==> src/rtl/dmem_sequencer.sv <==
// dmem_sequencer: owns the single-port data memory and lends it, one phase at a
// time, to the byte loader, the downsampling processor and the byte unloader.
module dmem_sequencer #(
  parameter int ADDR_W    = 19,
  parameter int IMG_WORDS = 65536,
  parameter int OUT_BASE  = 65536,
  parameter int OUT_WORDS = 16384
) (
  input  logic              clk,
  input  logic              rst_n,
  input  logic              go,
  input  logic              load_valid,
  input  logic [7:0]        load_data,
  output logic              load_ready,
  output logic              proc_start,
  input  logic              proc_status,
  input  logic [1:0]        proc_mem,
  input  logic [ADDR_W-1:0] proc_addr,
  input  logic [7:0]        proc_wdata,
  output logic [7:0]        proc_rdata,
  output logic [ADDR_W-1:0] dmem_addr,
  output logic [7:0]        dmem_wdata,
  output logic              dmem_we,
  input  logic [7:0]        dmem_rdata,
  output logic              tx_valid,
  output logic [7:0]        tx_data,
  input  logic              tx_ready,
  output logic              busy,
  output logic              done
);

  typedef enum logic [2:0] {
    IDLE      = 3'd0,
    LOAD      = 3'd1,
    START     = 3'd2,
    RUN       = 3'd3,
    DUMP_RD   = 3'd4,
    DUMP_WAIT = 3'd5,
    DUMP_TX   = 3'd6,
    DONE      = 3'd7
  } state_t;

  // Terminal compares use the last index so the counters never need an extra bit.
  localparam logic [ADDR_W-1:0] LC_LAST    = ADDR_W'(IMG_WORDS - 1);
  localparam logic [ADDR_W-1:0] OC_LAST    = ADDR_W'(OUT_WORDS - 1);
  localparam logic [ADDR_W-1:0] OUT_BASE_A = ADDR_W'(OUT_BASE);
  localparam logic [ADDR_W-1:0] ADDR_ONE   = ADDR_W'(1);
  localparam logic [ADDR_W-1:0] ADDR_ZERO  = {ADDR_W{1'b0}};

  state_t            state_r;
  state_t            state_s;
  logic [ADDR_W-1:0] lc_r;
  logic [ADDR_W-1:0] oc_r;
  logic              seen_low_r;
  logic [7:0]        tx_data_r;
  logic              job_go_s;
  logic              load_fire_s;
  logic              run_exit_s;
  logic              tx_fire_s;

  assign job_go_s    = go && ((state_r == IDLE) || (state_r == DONE));
  assign load_fire_s = (state_r == LOAD) && load_valid;
  // A status of 1 only counts after a 0 was seen, so a stale 1 cannot end RUN.
  assign run_exit_s  = (state_r == RUN) && proc_status && seen_low_r;
  assign tx_fire_s   = (state_r == DUMP_TX) && tx_ready;

  assign proc_rdata = dmem_rdata;
  assign tx_data    = tx_data_r;

  // Phase state register.
  always_ff @(posedge clk or negedge rst_n) begin
    if (!rst_n) begin
      state_r <= IDLE;
    end else begin
      state_r <= state_s;
    end
  end

  // Phase ordering.
  always_comb begin
    state_s = state_r;
    case (state_r)
      IDLE:      if (job_go_s) state_s = LOAD; else state_s = IDLE;
      LOAD:      if (load_fire_s && (lc_r == LC_LAST)) state_s = START; else state_s = LOAD;
      START:     state_s = RUN;
      RUN:       if (run_exit_s) state_s = DUMP_RD; else state_s = RUN;
      DUMP_RD:   state_s = DUMP_WAIT;
      DUMP_WAIT: state_s = DUMP_TX;
      DUMP_TX: begin
        if (tx_fire_s) begin
          if (oc_r == OC_LAST) state_s = DONE;
          else state_s = DUMP_RD;
        end else begin
          state_s = DUMP_TX;
        end
      end
      DONE:      if (job_go_s) state_s = LOAD; else state_s = DONE;
      default:   state_s = IDLE;
    endcase
  end

  // Load/output counters, status history and the unloader byte register.
  always_ff @(posedge clk or negedge rst_n) begin
    if (!rst_n) begin
      lc_r       <= ADDR_ZERO;
      oc_r       <= ADDR_ZERO;
      seen_low_r <= 1'b0;
      tx_data_r  <= 8'h00;
    end else begin
      if (job_go_s) begin
        lc_r <= ADDR_ZERO;
      end else if (load_fire_s) begin
        lc_r <= lc_r + ADDR_ONE;
      end

      if (run_exit_s) begin
        oc_r <= ADDR_ZERO;
      end else if (tx_fire_s && (oc_r != OC_LAST)) begin
        oc_r <= oc_r + ADDR_ONE;
      end

      if (state_r == START) begin
        seen_low_r <= 1'b0;
      end else if ((state_r == RUN) && !proc_status) begin
        seen_low_r <= 1'b1;
      end

      if (state_r == DUMP_WAIT) begin
        tx_data_r <= dmem_rdata;
      end
    end
  end

  // Per-phase memory mux and handshake outputs.
  always_comb begin
    load_ready = 1'b0;
    proc_start = 1'b0;
    dmem_addr  = ADDR_ZERO;
    dmem_wdata = 8'h00;
    dmem_we    = 1'b0;
    tx_valid   = 1'b0;
    busy       = 1'b1;
    done       = 1'b0;
    case (state_r)
      IDLE: busy = 1'b0;
      LOAD: begin
        load_ready = 1'b1;
        dmem_addr  = lc_r;
        if (load_valid) begin
          dmem_we    = 1'b1;
          dmem_wdata = load_data;
        end else begin
          dmem_we    = 1'b0;
          dmem_wdata = 8'h00;
        end
      end
      START: proc_start = 1'b1;
      RUN: begin
        dmem_addr  = proc_addr;
        dmem_wdata = proc_wdata;
        dmem_we    = (proc_mem == 2'b10);
      end
      DUMP_RD:   dmem_addr = OUT_BASE_A + oc_r;
      DUMP_WAIT: dmem_addr = OUT_BASE_A + oc_r;
      DUMP_TX:   tx_valid  = 1'b1;
      DONE: begin
        busy = 1'b0;
        done = 1'b1;
      end
      default: busy = 1'b0;
    endcase
  end

endmodule

==> config.mk <==
export PLATFORM = sky130hd
export DESIGN_NAME = dmem_sequencer
export DESIGN_NICKNAME = d
export VERILOG_FILES = /design/src/rtl/dmem_sequencer.sv
export SDC_FILE = /design/constraint.sdc
export NUM_CORES = 1
export LEC_CHECK = 0
export CAP_MARGIN = 20
export CORE_ASPECT_RATIO = 0.75
export CORE_UTILIZATION = 34
export CTS_CLUSTER_DIAMETER = 80
export DETAILED_ROUTE_END_ITERATION = 10
export PLACE_DENSITY = 0.66
export SLEW_MARGIN = 20
export SYNTH_ARGS = -nofsm -noshare
export SYNTH_HDL_FRONTEND = slang
export SYNTH_SLANG_ARGS = --single-unit
export TNS_END_PERCENT = 5
==> constraint.sdc <==
create_clock -name clk -period 4.4 [get_ports clk]
set_clock_uncertainty 0.1 [all_clocks]
set_input_delay 0.66 -clock clk [delete_from_list [all_inputs] [get_ports clk]]
set_output_delay 0.66 -clock clk [all_outputs]
set_load 0.03 [all_outputs]
==> run metrics <==
status finished, final reports clean; Top Ports 100; final net count 490; R2R Path Start state_r[1]; H-tree depth 2; Post-synth EDFFs 0; Max Transition Viols Final 0; site row count 30; clk_lat worst skew 0.29 ns; filler cell count between 800 and 900; hold-fix buffers at CTS 0; Synth area leaders dfrtp_1 (39%), mux2i_1 (8.2%), nand2_1 (5.6%), nor2_1 (4.9%), xnor2_1 (4.1%); dpl ws ~0.98 ns; hpwl dp 6640 um; Achievable Freq about 280 MHz; Layout Cells excl Fill roughly 560; critical path peak fanout 19; Placer Congestion 0.808; largest net degree at the start of global routing 46; clk sinks 50; Synth cell types 45; CP Launch Point state_r[1]; synth warn 0; Post-CTS Setup Inserts 0; layout cell share with drive strength beyond 1 6.88%; register-to-register setup slack 1.77 ns; Synth Instances 350; area leader, netlist dfrtp_1; M2 GR Usage between 20% and 30%; Die Wd between 100 and 150 um; First DRT Iteration DRCs between 90 and 100; Cells after DPL 556; pwr dens 544 mW/mm^2; part of the Yosys area used for sequential elements roughly two fifths; Crit. End Element output pin; remaining routing DRC violations 0; met3 usage around 4.4%; Port Buffers 99; Root Driver clkbuf_16; post-synth top area share between 30% and 40%; async set-reset flop share out of synthesis 100%; Top delay family on crit path buffers and inverters; Die Footprint between 0.009 and 0.01 sq mm; WL final roughly 9000 um; Max-cap violations 0; Area Growth Syn to Fin 38.9%; Synth Flop Type dfrtp_1; Period Utilization, post-route 81.6%; Worst R2R Path Depth 5; Hold Vio Cnt, Final 0; antenna-violating nets left 0; Largest stage delay, worst path 0.79 ns; Initial Util between 30% and 40%; via count between 2000 and 3000; GRT Max-Usage Layer met2; CP endpoint dmem_we; synthesized area per cell 9.06 sq um; CTS tree yes; TNS Setup 0 ns; Levels on crit path 4; total grt overflow 0; CTS Buf Count 5; setup ws final about 0.81 ns; crit path DAT 2.83 ns; RSZ-0062 raised after global routing no; Total Routing Usage GR between 10% and 20%; initial antenna violation count 0; number of global-route vias before repair around 2800; CORE AREA between 0.009 and 0.01 sq mm; Die Ht around 86 um; Slowest cell on crit path dfrtp_1; worst path cell trace inv_1 > nor2_1 > a31o_2 > clkdlybuf4s50_1; first-pass GRT wire length 14600 um; wire length per cell between 15 and 20 um; final count of negative-setup-slack endpoints 0; Critical Path RT 3.64 ns; antenna fix cells 0; slew margin rel. 36.1%; crit path time final 3.59 ns; area of the mapped netlist around 0.0032 sq mm; post-cts sizing count 0; HP Class input pin to async pin; critical path type flip-flop to output pin; Clock transition at path regs 0.07 ns; number of buffers on the longest clock path 2; Mapped Nets 405; Slew @ Worst Pin around 0.96 ns; DRT Pass-1 Iters 4; worst r2r dst lc_r[16]; final core utilization 48.7%; crit start category flip-flop; routed vias/inst 5.15; leakage power 1.82 nW; met1 Usage GRT ~28%; IR drop worst, VDD slightly below 0.0004 V; Worst Path Buf+Inv 2; total power between 2 and 2.5 mW; flops & latches, synth 50
-- where the power goes --
group	total [mW]	internal [mW]	switching, mW	leakage [nW]
Clock	0.505	0.327	0.179	0.0940
Sequential	0.667	0.545	0.121	0.666
Combinational	1.22	0.525	0.699	1.07
-- per-stage QoR --
step | hold WS, ns | area, sq um
floorplan | 0.264 | 3170
global placement | 0.385 | 4210
detailed placement | 0.387 | 4210
CTS | 0.0769 | 4400
global route | 0.0812 | 4400
finish | 0.0732 | 4400
-- cell usage after synthesis (3+ instances only) --
| master | number |
|---|---|
| o22ai_1 | 3 |
| nor3_1 | 8 |
| inv_1 | 7 |
| a31oi_1 | 3 |
| o21ai_0 | 19 |
| ha_1 | 4 |
| a22o_1 | 8 |
| buf_4 | 8 |
| o2111ai_1 | 7 |
| xnor2_1 | 15 |
| dfrtp_1 | 50 |
| and3_1 | 8 |
| nand2_1 | 47 |
| nand2b_1 | 3 |
| clkbuf_1 | 6 |
| xor2_1 | 14 |
| buf_2 | 11 |
| nand3_1 | 11 |
| a21oi_1 | 7 |
| mux2_2 | 8 |
| mux2i_1 | 26 |
| nand4_1 | 10 |
| nor2_1 | 41 |
-- layout make-up --
type,instances,area [sq um],share of cell area (%)
tap,128,160,3.64
clock inverter,3,68.8,1.56
sequential,50,1250,28.4
inverter,7,26.3,0.597
multi-input combinational,268,1760,39.9
clock buffer,5,125,2.84
timing repair buffer,103,1020,23.1
-- how the worst min path moves through the flow --
| stage | from | end | depth (start not counted) |
|---|---|---|---|
| floorplan | rst_n | lc_r[0] | 0 |
| global placement | rst_n | oc_r[17] | 1 |
| detailed placement | rst_n | oc_r[17] | 1 |
| CTS | rst_n | oc_r[17] | 1 |
| global route | rst_n | oc_r[18] | 1 |
| finish | rst_n | oc_r[16] | 1 |
-- layout by cell type (no fill, tap or decap), types with 2 or more instances in the layout --
cell | synthesis | layout
or3_1 | 2 | 2
nand4_1 | 10 | 10
nand4b_1 | 2 | 2
nor4_1 | 2 | 2
clkbuf_16 | 0 | 5
buf_4 | 8 | 4
a31oi_1 | 3 | 3
nand2b_1 | 3 | 3
xor2_1 | 14 | 14
mux2_2 | 8 | 8
nor2_1 | 41 | 41
ha_1 | 4 | 4
nor3_1 | 8 | 8
bufinv_16 | 0 | 2
a21oi_1 | 7 | 7
and3_1 | 8 | 8
nand3_1 | 11 | 11
o21ai_0 | 19 | 19
dfrtp_1 | 50 | 50
o22ai_1 | 3 | 3
o2111ai_1 | 7 | 7
mux2i_1 | 26 | 26
nand2_1 | 47 | 47
a22o_1 | 8 | 8
a21oi_2 | 2 | 2
inv_1 | 7 | 7
xnor2_1 | 15 | 15
clkdlybuf4s50_1 | 0 | 98
-- state kept, by name, summed over array words and instances, names as in the netlist --
signal and flops:
state_r 3, lc_r 19, tx_data 8, seen_low_r 1
oc_r 19
-- kinds of logic (layout without fill, tap and decap cells) --
family,Yosys count,in the layout,share of synthesized area (%)
DFF,50,50,39.4
xor gates and xnor gates,29,29,8.01
muxes,34,34,11.0
and+or+nand+nor,144,144,22.6
AOI/OAI and AO/OA,57,57,12.1
adders and majority gates,4,4,1.58
buffers and inverters,32,118,5.17
-- per-layer routing --
metal / part of all wire, % / vias up / wire length [um]
li1: - / 1408 / -
met1: 50 / 1387 / 4510
met2: 43 / 105 / 3820
met3: 6.5 / 5 / 581
met4: 0.54 / 0 / 48
met5: 0 / - / 0
Note: power is estimated with default switching activity, not from simulation.
